`src/rtl/mem_arbiter.sv`:
```
// Shares the single-ported main memory between fetch and load/store.
// Define MEM_ARB_STARVE_GUARD_EN to bound how long fetch can be starved.
module mem_arbiter #(
  parameter int STARVE_LIMIT = 4,
  parameter int AW = 16,
  parameter int DW = 16
) (
  input  logic          clockg,
  input  logic          rst,
  input  logic          halt_sys,
  input  logic          f_req,
  input  logic [AW-1:0] f_addr,
  output logic          f_gnt,
  output logic          f_rvalid,
  output logic [DW-1:0] f_rdata,
  input  logic          d_req,
  input  logic          d_we,
  input  logic [AW-1:0] d_addr,
  input  logic [DW-1:0] d_wdata,
  output logic          d_gnt,
  output logic          d_rvalid,
  output logic [DW-1:0] d_rdata,
  output logic          mem_write_en,
  output logic [AW-1:0] mem_address,
  output logic [DW-1:0] mem_write_data,
  input  logic [DW-1:0] mem_data_out
);

  logic open;
  logic starve;

  assign open = !rst && !halt_sys;

`ifdef MEM_ARB_STARVE_GUARD_EN
  logic [3:0] cnt;

  assign starve = f_req && (cnt >= 4'(STARVE_LIMIT));

  always_ff @(posedge clockg or posedge rst) begin
    if (rst) begin
      cnt <= '0;
    end else if (!halt_sys) begin
      if (f_gnt || !f_req)
        cnt <= '0;
      else if (d_gnt && cnt != 4'hF)
        cnt <= cnt + 4'd1;
    end
  end
`else
  // A zero limit would mean fetch always wins; legal limits never do.
  assign starve = f_req && (STARVE_LIMIT == 0);
`endif

  always_comb begin
    d_gnt = open && d_req && !starve;
    f_gnt = open && f_req && !d_gnt;
  end

  always_comb begin
    mem_write_en   = 1'b0;
    mem_address    = f_addr;
    mem_write_data = '0;
    if (d_gnt) begin
      mem_write_en   = d_we;
      mem_address    = d_addr;
      mem_write_data = d_wdata;
    end
  end

  always_ff @(posedge clockg or posedge rst) begin
    if (rst) begin
      f_rvalid <= 1'b0;
      f_rdata  <= '0;
    end else begin
      f_rvalid <= f_gnt;
      if (f_gnt)
        f_rdata <= mem_data_out;
    end
  end

  always_ff @(posedge clockg or posedge rst) begin
    if (rst) begin
      d_rvalid <= 1'b0;
      d_rdata  <= '0;
    end else begin
      d_rvalid <= d_gnt && !d_we;
      if (d_gnt && !d_we)
        d_rdata <= mem_data_out;
    end
  end

endmodule

```
`config.mk`:
```
export PLATFORM = sky130hd
export DESIGN_NAME = mem_arbiter
export DESIGN_NICKNAME = d
export VERILOG_FILES = /design/src/rtl/mem_arbiter.sv
export SDC_FILE = /design/constraint.sdc
export NUM_CORES = 1
export LEC_CHECK = 0
export CAP_MARGIN = 5
export CORE_AREA = 5 5 75 77
export DETAILED_ROUTE_END_ITERATION = 12
export DIE_AREA = 0 0 80 82
export HOLD_SLACK_MARGIN = 0.02
export PLACE_DENSITY = 0.84
export SETUP_SLACK_MARGIN = 0.05
export SYNTH_ARGS = -nofsm -noshare
export SYNTH_HDL_FRONTEND = slang
export SYNTH_SLANG_ARGS = --single-unit
```
`constraint.sdc`:
```
create_clock -name clockg -period 4.04 [get_ports clockg]
set_input_delay 0.808 -clock clockg [delete_from_list [all_inputs] [get_ports clockg]]
set_output_delay 0.808 -clock clockg [all_outputs]
set_load 0.1 [all_outputs]
```
# --- After elaboration in Yosys (flattened, before gate mapping) ---
# Index checks and enable logic that the tools add are counted.
classes:
  n_reduce_logical: 9
  mux: 3
ops:
  columns: ["cell", "n"]
  rows:
  - ["2-to-1 mux 16 bit", 2]
  - ["logical AND 1 bit", 5]
  - ["logical NOT 1 bit", 4]
  - ["2-to-1 mux 1 bit", 1]
word_totals:
  reg_bits: 34
  wordCells: 16
  output_inout_bits: 69
  input_bits: 70

# --- Longest topological paths before layout ---
depth:
  word_depth: 5
  mapped_depth: 3

# --- Worst setup path before layout ---
# Ideal clock, no wire load.
synth_timing:
  kind: "input -> output"
  from: "input halt_sys"
  to: "output mem_write_data[10]"
  required_ns: 3.232
  arrival_time_ns: 3.045
  slack_ns: 0.187
  path_stages: 3
  path_cell_list: "nor3b_2 clkbuf_1 and2_1"
synth_via:
  elab_chain_len: 4
synth_rtl:
  columns: ["element", "line_no", "text"]
  rows:
  - ["start, declared", "10", "input logic halt_sys,"]
  - ["logical NOT 1 bit", "32", "assign open = !rst && !halt_sys;"]
  - ["logical AND 1 bit", "32", null]
  - ["logical AND 1 bit", "55", "d_gnt = open && d_req && !starve;"]
  - ["named net d_gnt", "20", "output logic d_gnt,"]
  - ["2-to-1 mux 16 bit", "63", "if (d_gnt) begin"]
  - ["end, declared", "25", "output logic [DW-1:0] mem_write_data,"]
# The timed path passes the listed nets, and every way through them passes these cells.

# --- Final worst setup path ---
layout_timing:
  from: "input rst"
  to: "output mem_address[15]"
layout_via:
  elab_chain_len: 4
layout_rtl:
  columns: ["element", "line_no", "text"]
  rows:
  - ["start, declared", "9", "input logic rst,"]
  - ["logical NOT 1 bit (no line)", null, null]
  - ["logical AND 1 bit", "32", null]
  - ["logical AND 1 bit", "55", null]
  - ["2-to-1 mux 16 bit", "63", null]
  - ["end, declared", "24", "output logic [AW-1:0] mem_address,"]
# Every way passes these cells.

==> results.json <==
{
  "status": "finished, final reports clean",
  "core_um2": 4940,
  "fin_crit_sh": 0.838,
  "drc": 0,
  "seq_power_share": 0.258,
  "die_w_um": 80,
  "clock_latency_ns": 0.28,
  "hold_class": "reg2reg",
  "path_max_fanout": 34,
  "post_cts_resize_count": 0,
  "cts-buffers-inserted": 5,
  "layout_commonest_cell": "clkdlybuf4s50_1",
  "port_buffers": 138,
  "period_needed_ns": 3.39,
  "cts_hold_buffers": 0,
  "drt-total-wl_um": 5880,
  "startpoint_type": "input port",
  "yosys-mux-area-fraction": 0.338,
  "synth.distinct_cells": 10,
  "path_class": "in2out",
  "synth_top_family_by_area": "multiplexers",
  "max_slew.worst_pin.slew_ns": 1.01,
  "vias": 1442,
  "ys_ff_latch": 34,
  "rsz0062_at_grt": "false",
  "grt_start_max_net_pins": 35,
  "antenna_found_initial": 0,
  "setup_viol": 0,
  "syn_inst": 108,
  "synthSimpleGateAreaFrac": 0.104,
  "grt_pass1_vias": 1569,
  "clkTransAtPathRegs_ns": 0.06,
  "die_h_um": 82,
  "syn2layout_area_growth_pct": 112,
  "end_kind": "primary output",
  "start_util": 0.324,
  "synth.largest_area_cell": "dfrtp_1",
  "p_int_w": 0.000826,
  "track_usage": 0.180,
  "synth_fa_ha_area_frac": 0,
  "cts_max_path_buffers": 2,
  "gp_congestion": 0.859,
  "p_leak_nw": 1.41,
  "layout_common_cells": "clkdlybuf4s50_1 (103), mux2_2 (48), dfrtp_1 (34)",
  "netlist_area_um2": 1600,
  "max_freq_mhz": 295,
  "setup_tns_ns": 0,
  "synth_compound_area_frac": 0,
  "synth_xor_area_frac": 0,
  "synth_area_leaders": "dfrtp_1 (53%), mux2_2 (34%), and2_1 (6.6%)",
  "dp_cells": 315,
  "clkPwrFrac": 0.131,
  "max_slew_margin": 0.322,
  "cts.sink_count": 34,
  "final_core_util": 0.686,
  "hold_slack_ns": 0.506,
  "n_fill_cell": 381,
  "maxCapViolations": 0,
  "vdd_drop_max_uv": 424,
  "diodes": 0,
  "postSynthAreaPerCell_um2": 14.8,
  "fin_nets": 322,
  "ant_nets": 0,
  "power.share.switching": 0.523,
  "hold_viol_final": 0,
  "clock_skew_ns": 0,
  "yosys_warnings": 0,
  "die-area_um2": 6560,
  "layout.cells.non_filler": 322,
  "overflow": 0,
  "wl_per_cell_um": 18.3,
  "combinationalPowerShare": 0.611,
  "p_per_area_nw_per_um2": 510,
  "p_sw_w": 0.000905,
  "drtPass1Iterations": 2,
  "cts_setup_buffers": 0,
  "drv_slew": 0,
  "cp.arrival_ns": 2.58,
  "yosysTopAreaCellShare": 0.532,
  "layout-drive-gt1-share": 0.377,
  "htree_num_levels": 2,
  "drtIter0Drc": 15,
  "grt_pass1_wl_um": 8760,
  "worstPathRequired_ns": 3.23,
  "dpl-instance-area_um2": 3320,
  "syn-num-nets": 178,
  "fp-row-count": 26,
  "yosysSeqAreaShare": 0.532,
  "pin_count": 139,
  "cts_root_buffer": "clkbuf_8",
  "design_area_um2": 3390,
  "viasPerCell": 4.48,
  "cts_tree": "yes",
  "hpwl_um": 4780
}
cell type report:
cell class / instances / area (um^2) / share of cell area
Timing Repair Buffer: 142 / 1660 / 0.490
Sequential cell: 34 / 851 / 0.251
Clock buffer: 7 / 76.3 / 0.0225
Inverter: 1 / 3.75 / 0.00111
Tap cell: 70 / 87.6 / 0.0258
Multi-Input combinational cell: 68 / 713 / 0.210
path summary, 6_finish.rpt:
check / start / to / slack (ns) / cells past startpoint
setup / recovery: rst / mem_address[15] / 0.65 / 5
hold / removal: f_rdata[10]$_DFFE_PP0P_ / f_rdata[10]$_DFFE_PP0P_ / 0.51 / 1
setup reg to reg: d_rdata[5]$_DFFE_PP0P_ / d_rdata[5]$_DFFE_PP0P_ / 3.28 / 1
hold reg to reg: f_rdata[10]$_DFFE_PP0P_ / f_rdata[10]$_DFFE_PP0P_ / 0.51 / 1
max in group asynchronous: rst / d_rdata[11]$_DFFE_PP0P_ / 2.55 / 3
min in group asynchronous: rst / f_rdata[12]$_DFFE_PP0P_ / 1.18 / 3
critical path, stage by stage:
cell,delay [ns]
clkdlybuf4s50_1,0.58
nor3b_4,0.24
buf_4,0.34
mux2_2,0.38
buf_4,0.23
logic make-up after synthesis:
family / Yosys count
muxes: 48
DFF: 34
and+or+nand+nor: 20
buffers and inverters: 6
synthesized netlist by cell type:
cell type   n
and2_1     17
clkbuf_1    1
buf_6       2
dfrtp_1    34
buf_2       1
nor4b_4     2
inv_1       1
mux2_2     48
buf_4       1
nor3b_2     1
registers in the layout (all words and copies together) (netlist names):
| register | cells |
|---|---|
| d_rdata | 16 |
| d_rvalid | 1 |
| f_rdata | 16 |
| f_rvalid | 1 |
power by group through the flow:
stage	sequential [W]	clock [W]	combinational (W)
CTS	0.000448	0.000238	0.00106
global placement	0.000450	0	0.00106
floorplan	0.000977	0	0.000219
detailed placement	0.000453	0	0.00106
finish	0.000447	0.000227	0.00106
global route	0.000457	0.000251	0.00109
metal layers:
metal,track usage,part of all wire
met1,0.201,0.39
met4,0.0524,0.012
met5,0,0
met3,0.0866,0.13
met2,0.305,0.46
metrics by stage:
step	worst slack, ns	power (W)
6_report	0.653	0.00173
5_1_grt	0.575	0.00179
4_1_cts	0.637	0.00175
3_5_place_dp	0.642	0.00151
3_3_place_gp	0.701	0.00151
2_1_floorplan	0.187	0.00120
(Power assumes the default switching activity.)
